===== src/rtl/spi_mem_master_if.sv =====
// Request/response handshake bundle shared by spi_mem_master and its requester.
interface spi_mem_master_if;
  logic        req_valid;
  logic        req_ready;
  logic        req_write;
  logic [31:0] req_addr;
  logic [2:0]  req_len;
  logic [31:0] req_wdata;
  logic        rsp_valid;
  logic        rsp_ready;
  logic [31:0] rsp_rdata;
  logic        rsp_err;

  modport master (
    output req_valid, req_write, req_addr, req_len, req_wdata, rsp_ready,
    input  req_ready, rsp_valid, rsp_rdata, rsp_err
  );

  modport slave (
    input  req_valid, req_write, req_addr, req_len, req_wdata, rsp_ready,
    output req_ready, rsp_valid, rsp_rdata, rsp_err
  );
endinterface


===== src/rtl/spi_mem_master.sv =====
// SPI master for serial memories: one command byte, ADDR_BYTES address bytes,
// then 1..MAX_BYTES data bytes, with programmable chip-select setup/hold.
module spi_mem_master #(
  parameter int CLK_DIV    = 2,
  parameter int NUM_CS     = 2,
  parameter int ADDR_BYTES = 3,
  parameter int MAX_BYTES  = 4,
  parameter int CPOL       = 0,
  parameter int CS_SETUP   = 4,
  parameter int CS_HOLD    = 4
) (
  input  logic              clk,
  input  logic              rst_n,
  spi_mem_master_if.slave   bus,
  output logic              sclk_o,
  output logic              mosi_o,
  input  logic              miso_i,
  output logic [NUM_CS-1:0] cs_n_o
);

  localparam int         TXW        = 8 * (1 + ADDR_BYTES + MAX_BYTES);
  localparam logic [6:0] HDR_BITS   = 7'(8 * (1 + ADDR_BYTES));
  localparam logic [7:0] DIV_LAST   = 8'(CLK_DIV - 1);
  localparam logic [7:0] SETUP_LAST = 8'(CS_SETUP - 1);
  localparam logic [7:0] HOLD_LAST  = 8'(CS_HOLD - 1);
  localparam logic       CPOL_BIT   = 1'(CPOL);

  typedef enum logic [2:0] {IDLE, SETUP, SHIFT, HOLD, RESP} state_t;

  state_t         state_q, state_d;
  logic           sclk_q, sclk_d;
  logic [7:0]     halfCnt_q, halfCnt_d;
  logic [6:0]     bitCnt_q, bitCnt_d;
  logic [TXW-1:0] txShift_q, txShift_d;
  logic [31:0]    rdata_q, rdata_d;
  logic           err_q, err_d;
  logic           write_q, write_d;
  logic [2:0]     len_q, len_d;
  logic [1:0]     csSel_q, csSel_d;

  logic [8*MAX_BYTES-1:0] dataOut;
  logic [TXW-1:0]         txLoad;
  logic                   reject;
  logic [6:0]             nBits;
  logic [4:0]             dataIdx;
  logic                   unusedBits;

  // Write data goes out byte0 first; reads clock out zeros during the data phase.
  always_comb begin
    dataOut = '0;
    for (int b = 0; b < MAX_BYTES; b++) begin
      if (bus.req_write) dataOut[8*(MAX_BYTES-1-b) +: 8] = bus.req_wdata[8*b +: 8];
    end
  end

  assign txLoad     = {(bus.req_write ? 8'h02 : 8'h03), bus.req_addr[8*ADDR_BYTES-1:0], dataOut};
  assign reject     = (bus.req_addr[31:24] >= 8'(NUM_CS)) || (bus.req_len == 3'd0) ||
                      (bus.req_len > 3'(MAX_BYTES));
  assign nBits      = HDR_BITS + {1'b0, len_q, 3'b000};
  assign dataIdx    = 5'(bitCnt_q - HDR_BITS);
  assign unusedBits = ^{bus.req_addr, bus.req_wdata};

  // bitCnt counts rising edges, so a falling edge before any sample (CPOL=1)
  // leaves the first bit on mosi.
  always_comb begin
    state_d   = state_q;
    sclk_d    = sclk_q;
    halfCnt_d = halfCnt_q;
    bitCnt_d  = bitCnt_q;
    txShift_d = txShift_q;
    rdata_d   = rdata_q;
    err_d     = err_q;
    write_d   = write_q;
    len_d     = len_q;
    csSel_d   = csSel_q;

    case (state_q)
      IDLE: begin
        if (bus.req_valid) begin
          write_d   = bus.req_write;
          len_d     = bus.req_len;
          csSel_d   = bus.req_addr[25:24];
          txShift_d = txLoad;
          rdata_d   = '0;
          halfCnt_d = '0;
          bitCnt_d  = '0;
          sclk_d    = CPOL_BIT;
          err_d     = reject;
          state_d   = reject ? RESP : SETUP;
        end
      end
      SETUP: begin
        if (halfCnt_q == SETUP_LAST) begin
          halfCnt_d = '0;
          state_d   = SHIFT;
        end else begin
          halfCnt_d = halfCnt_q + 8'd1;
        end
      end
      SHIFT: begin
        if (halfCnt_q == DIV_LAST) begin
          halfCnt_d = '0;
          sclk_d    = ~sclk_q;
          if (!sclk_q) begin
            bitCnt_d = bitCnt_q + 7'd1;
            if (!write_q && bitCnt_q >= HDR_BITS) rdata_d[{dataIdx[4:3], ~dataIdx[2:0]}] = miso_i;
          end else if (bitCnt_q != 7'd0) begin
            txShift_d = txShift_q << 1;
          end
          if ((sclk_q != CPOL_BIT) && (bitCnt_d == nBits)) state_d = HOLD;
        end else begin
          halfCnt_d = halfCnt_q + 8'd1;
        end
      end
      HOLD: begin
        if (halfCnt_q == HOLD_LAST) begin
          halfCnt_d = '0;
          state_d   = RESP;
        end else begin
          halfCnt_d = halfCnt_q + 8'd1;
        end
      end
      RESP: begin
        if (bus.rsp_ready) state_d = IDLE;
      end
      default: state_d = IDLE;
    endcase
  end

  always_ff @(posedge clk) begin
    if (!rst_n) begin
      state_q   <= IDLE;
      sclk_q    <= CPOL_BIT;
      halfCnt_q <= '0;
      bitCnt_q  <= '0;
      txShift_q <= '0;
      rdata_q   <= '0;
      err_q     <= 1'b0;
      write_q   <= 1'b0;
      len_q     <= '0;
      csSel_q   <= '0;
    end else begin
      state_q   <= state_d;
      sclk_q    <= sclk_d;
      halfCnt_q <= halfCnt_d;
      bitCnt_q  <= bitCnt_d;
      txShift_q <= txShift_d;
      rdata_q   <= rdata_d;
      err_q     <= err_d;
      write_q   <= write_d;
      len_q     <= len_d;
      csSel_q   <= csSel_d;
    end
  end

  // req_ready is gated by rst_n so it is low during reset and rises as soon as reset releases.
  assign bus.req_ready = (state_q == IDLE) && rst_n;
  assign bus.rsp_valid = (state_q == RESP);
  assign bus.rsp_rdata = rdata_q;
  assign bus.rsp_err   = err_q;
  assign sclk_o        = sclk_q;
  assign mosi_o        = (state_q == SETUP || state_q == SHIFT) ? txShift_q[TXW-1] : 1'b0;
  assign cs_n_o        = (state_q == SETUP || state_q == SHIFT || state_q == HOLD) ?
                         ~(NUM_CS'(1) << csSel_q) : {NUM_CS{1'b1}};

endmodule

===== src/flat_wrapper.sv =====
// flat-port wrapper written by rule: the top's interface ports become plain ports
module spi_mem_master_flat 
#(
  parameter int CLK_DIV    = 2,
  parameter int NUM_CS     = 2,
  parameter int ADDR_BYTES = 3,
  parameter int MAX_BYTES  = 4,
  parameter int CPOL       = 0,
  parameter int CS_SETUP   = 4,
  parameter int CS_HOLD    = 4
)
  (clk, rst_n, sclk_o, mosi_o, miso_i, cs_n_o, bus_req_valid, bus_req_write, bus_req_addr, bus_req_len, bus_req_wdata, bus_rsp_ready, bus_req_ready, bus_rsp_valid, bus_rsp_rdata, bus_rsp_err);
  spi_mem_master_if bus_i ();
  input  logic clk;
  input  logic rst_n;
  output logic sclk_o;
  output logic mosi_o;
  input  logic miso_i;
  output logic [NUM_CS-1:0] cs_n_o;
  input wire logic [$bits(bus_i.req_valid)-1:0] bus_req_valid;
  input wire logic [$bits(bus_i.req_write)-1:0] bus_req_write;
  input wire logic [$bits(bus_i.req_addr)-1:0] bus_req_addr;
  input wire logic [$bits(bus_i.req_len)-1:0] bus_req_len;
  input wire logic [$bits(bus_i.req_wdata)-1:0] bus_req_wdata;
  input wire logic [$bits(bus_i.rsp_ready)-1:0] bus_rsp_ready;
  output wire logic [$bits(bus_i.req_ready)-1:0] bus_req_ready;
  output wire logic [$bits(bus_i.rsp_valid)-1:0] bus_rsp_valid;
  output wire logic [$bits(bus_i.rsp_rdata)-1:0] bus_rsp_rdata;
  output wire logic [$bits(bus_i.rsp_err)-1:0] bus_rsp_err;
  assign bus_i.req_valid = bus_req_valid;
  assign bus_i.req_write = bus_req_write;
  assign bus_i.req_addr = bus_req_addr;
  assign bus_i.req_len = bus_req_len;
  assign bus_i.req_wdata = bus_req_wdata;
  assign bus_i.rsp_ready = bus_rsp_ready;
  assign bus_req_ready = bus_i.req_ready;
  assign bus_rsp_valid = bus_i.rsp_valid;
  assign bus_rsp_rdata = bus_i.rsp_rdata;
  assign bus_rsp_err = bus_i.rsp_err;
  spi_mem_master #(.CLK_DIV(CLK_DIV), .NUM_CS(NUM_CS), .ADDR_BYTES(ADDR_BYTES), .MAX_BYTES(MAX_BYTES), .CPOL(CPOL), .CS_SETUP(CS_SETUP), .CS_HOLD(CS_HOLD)) u_core (.clk(clk), .rst_n(rst_n), .bus(bus_i), .sclk_o(sclk_o), .mosi_o(mosi_o), .miso_i(miso_i), .cs_n_o(cs_n_o));
endmodule

===== config.mk =====
export PLATFORM = sky130hd
export DESIGN_NAME = spi_mem_master_flat
export DESIGN_NICKNAME = d
export VERILOG_FILES = /design/src/rtl/spi_mem_master_if.sv /design/src/rtl/spi_mem_master.sv /design/src/flat_wrapper.sv
export SDC_FILE = /design/constraint.sdc
export NUM_CORES = 1
export LEC_CHECK = 0
export ABC_AREA = 1
export BUFFER_PORTS_ARGS = -buffer_cell sky130_fd_sc_hd__buf_2
export CORE_AREA = 3 3 109 111
export CTS_BUF_LIST = sky130_fd_sc_hd__clkbuf_16
export DETAILED_ROUTE_END_ITERATION = 12
export DIE_AREA = 0 0 112 114
export GPL_TIMING_DRIVEN = 0
export MAX_ROUTING_LAYER = met4
export PLACE_DENSITY_LB_ADDON = 0.25
export SYNTH_ARGS = -nofsm -noshare
export SYNTH_HDL_FRONTEND = slang
export SYNTH_SLANG_ARGS = --single-unit

===== constraint.sdc =====
create_clock -name clk -period 2.79 [get_ports clk]
set_clock_uncertainty 0.15 [all_clocks]
set_input_delay 0.837 -clock clk [delete_from_list [all_inputs] [get_ports clk]]
set_output_delay 0.837 -clock clk [all_outputs]
set_load 0.02 [all_outputs]

==> results.sh <==
export IMPL_outcome="complete, no violations"
export IMPL_synth_area_leader_cell="dfxtp_1"
export IMPL_min_period_over_period_pct=96.3
export IMPL_layout_setup_ws_ns=0.103
export IMPL_required_ns=1.80
export IMPL_drt_iter0_drc=458
export IMPL_cp_slowest_cell="dfxtp_4"
export IMPL_yosys_warnings=0
export IMPL_start_util_pct=56.3
export IMPL_rsz0062_at_grt="no"
export IMPL_insertion_delay_ns=0.41
export IMPL_hold_viol_final=0
export IMPL_hold_class="register to register"
export IMPL_layout_drive_gt1_share_pct=23.5
export IMPL_antenna_found_initial=0
export IMPL_vias=6187
export IMPL_syn_cell_area_sq_mm=0.00613
export IMPL_multi_input_area_sq_mm=0.00305
export IMPL_synth_avg_cell_area_sq_um=6.97
export IMPL_min_from="u_core.txShift_q[29]$_SDFFE_PN0P_"
export IMPL_cp_end_kind="output pin"
export IMPL_fillCellCount=953
export IMPL_finalSetupViolations=0
export IMPL_port_buffers=111
export IMPL_period_needed_ns=2.69
export IMPL_die_height_um=114
export IMPL_wl_mm=15.7
export IMPL_timing_rr_start="u_core.bitCnt_q[0]$_SDFFE_PN0P_"
export IMPL_synth_top_cell_area_share_pct=39.9
export IMPL_p_leak_nw=3.17
export IMPL_synthCells=879
export IMPL_synth_cell_type_count=36
export IMPL_worst_slew_pin_slew_ns=0.736
export IMPL_drt_first_pass_iters=5
export IMPL_maxCapViolations=0
export IMPL_hpwl_mm=11.0
export IMPL_synth_seq_cells=122
export IMPL_grt_max_degree=17
export IMPL_cp_arrival_ns=1.70
export IMPL_cts_root_buf="clkbuf_16"
export IMPL_hold_depth=2
export IMPL_synthTopCellsByArea="dfxtp_1, nand2_1, a21oi_1"
export IMPL_wire_per_inst_um=13.4
export IMPL_critical_path_class="register to output pin"
export IMPL_cpPeakStageDelay_ns=0.36
export IMPL_gr_total_overflow=0
export IMPL_crit_path_start_kind="register"
export IMPL_post_route_util_pct=69.1
export IMPL_h_tree_depth=4
export IMPL_power_w=0.00783
export IMPL_grt_pass1_wl_mm=25.9
export IMPL_drcViolationCount=0
export IMPL_area_delta_synth_final_pct=22.7
export IMPL_coreArea_sq_mm=0.0109
export IMPL_seqCellArea_sq_mm=0.00245
export IMPL_peakVddDrop_mv=0.654
export IMPL_dp_slack_ns=0.0200
export IMPL_cpMostUsedCell="nor2_4"
export IMPL_viasPerCell=5.31
export IMPL_die_x_um=112
export IMPL_antenna_left=0
export IMPL_gp_congestion=0.874
export IMPL_num_rows=38
export IMPL_layout_common_cells="nand2_1, buf_2, dfxtp_1, a21oi_1, o21ai_0"
export IMPL_cts_buffers=17
export IMPL_ios=112
export IMPL_rrSetupSlack_ns=0.34
export IMPL_cts_tree="done"
export IMPL_max_freq_mhz=372
export IMPL_cp_max_fo=10
export IMPL_r2r_end="u_core.txShift_q[54]$_SDFFE_PN0P_"
export IMPL_layout_commonest_cell="nand2_1"
export IMPL_grt_pass1_vias=5612
export IMPL_slew_headroom_pct=51.0
export IMPL_slew_violations=0
export IMPL_powerDensity_mw_per_mm2=1040
export IMPL_nets=1091
export IMPL_clkTransAtPathRegs_ns=0.06
export IMPL_holdWs_ns=0.298
export IMPL_worstPathCellList="nor2_4 > inv_2 > nor2_4 > clkinv_4 > clkbuf_16 > o21ai_0 > inv_1 > nor2_2 > buf_6"
export IMPL_die_area_sq_mm=0.0128
export IMPL_max_clock_path_buffers=2
export IMPL_grt_util_all_layers_pct=25.5
export IMPL_whs_endpoint="u_core.txShift_q[29]$_SDFFE_PN0P_"
export IMPL_ys_seq_area_share_pct=39.9
export IMPL_worst_r2r_cell_count=10
export IMPL_clock_sinks=122
export IMPL_cts_hold_fix_buffers=0
export IMPL_syn_nets=958
-- critical path: cells and delay by family, from the launching register on --
| kind | cells | cell delay [ns] |
|---|---|---|
| AOI/OAI and AO/OA | 1 | 0.07 |
| buffers and inverters | 5 | 0.54 |
| DFF | 1 | 0.36 |
| and+or+nand+nor | 3 | 0.33 |
-- registers in the layout, summed over array words and instances, names as in the netlist, 2 cells and up --
signal and count:
u_core.bitCnt_q 7, u_core.bus.rsp_rdata 32, u_core.csSel_q 2, u_core.halfCnt_q 8, u_core.len_q 3, u_core.state_q 3
u_core.txShift_q 64
-- timing repair --
item / in CTS / in global routing
buffers inserted: 2 / 3
endpoints found under the setup margin: 4 / 1
pin swaps: 3 / 3
resized for setup: 11 / 6
-- Yosys cell counts (all sizes together) --
| master | number |
|---|---|
| inv | 82 |
| nor4 | 1 |
| nand3 | 32 |
| o21a | 1 |
| nor3 | 6 |
| o31ai | 1 |
| nand2 | 221 |
| buf | 28 |
| ha | 6 |
| a211oi | 1 |
| clkbuf | 23 |
| a22oi | 2 |
| xnor2 | 1 |
| o22ai | 1 |
| or2 | 1 |
| a31oi | 1 |
| xor2 | 1 |
| dfxtp | 122 |
| nor2 | 91 |
| clkinv | 1 |
| o21ai | 118 |
| a21oi | 137 |
| nand4 | 1 |
-- routing by layer --
layer	global-route usage, %	share of wire [%]
met1	31.8	44
met2	41.2	47
met3	5.73	6.3
met4	8.33	2.1
met5	-	0
-- logic make-up after synthesis --
family          count (synthesis)  share of synthesized area, %
fa+ha+maj                       6                          1.22
compound gates                262                          23.4
simple gates                  353                          24.7
buf+inv                       134                          10.5
flops                         122                          39.9
xor+xnor                        2                         0.286
-- layout make-up --
| cell class | instances | area share, % |
|---|---|---|
| sequential | 122 | 32.6 |
| multi-input combinational | 623 | 40.6 |
| tap | 140 | 2.33 |
| timing repair buffer | 116 | 7.97 |
| inverter | 83 | 4.24 |
| buffer | 49 | 4.46 |
| clock inverter | 15 | 2.11 |
| clock buffer | 17 | 5.66 |
| antenna | 1 | 0.0333 |
-- worst max-delay path by stage --
stage                                         startpoint  slack (ns)  cells past startpoint       endpoint
after floorplan                                    rst_n        0.21                      3  bus_req_ready
after global placement                             rst_n       -0.01                      5  bus_req_ready
after detailed placement                           rst_n        0.02                      5  bus_req_ready
after CTS                 u_core.state_q[2]$_SDFFE_PN0P_        0.02                      9         mosi_o
after global routing      u_core.state_q[2]$_SDFFE_PN0P_       0.003                      9         mosi_o
final                     u_core.state_q[2]$_SDFFE_PN0P_        0.10                      9         mosi_o
-- metrics by stage --
stage          cell area, sq um  instances  TNS (ns)
6_report                   7520       1166         0
5_1_grt                    7520       1165         0
4_1_cts                    7480       1162         0
3_5_place_dp               6860       1130         0
3_3_place_gp               6860       1130   -0.0122
2_1_floorplan              6130        879         0
-- power by group --
group | switching [W] | total (W) | internal [W]
Combinational | 0.00210 | 0.00328 | 0.00118
Clock | 0.000786 | 0.00217 | 0.00138
Sequential | 0.000199 | 0.00238 | 0.00218
Note: power is estimated with default switching activity, not from simulation.
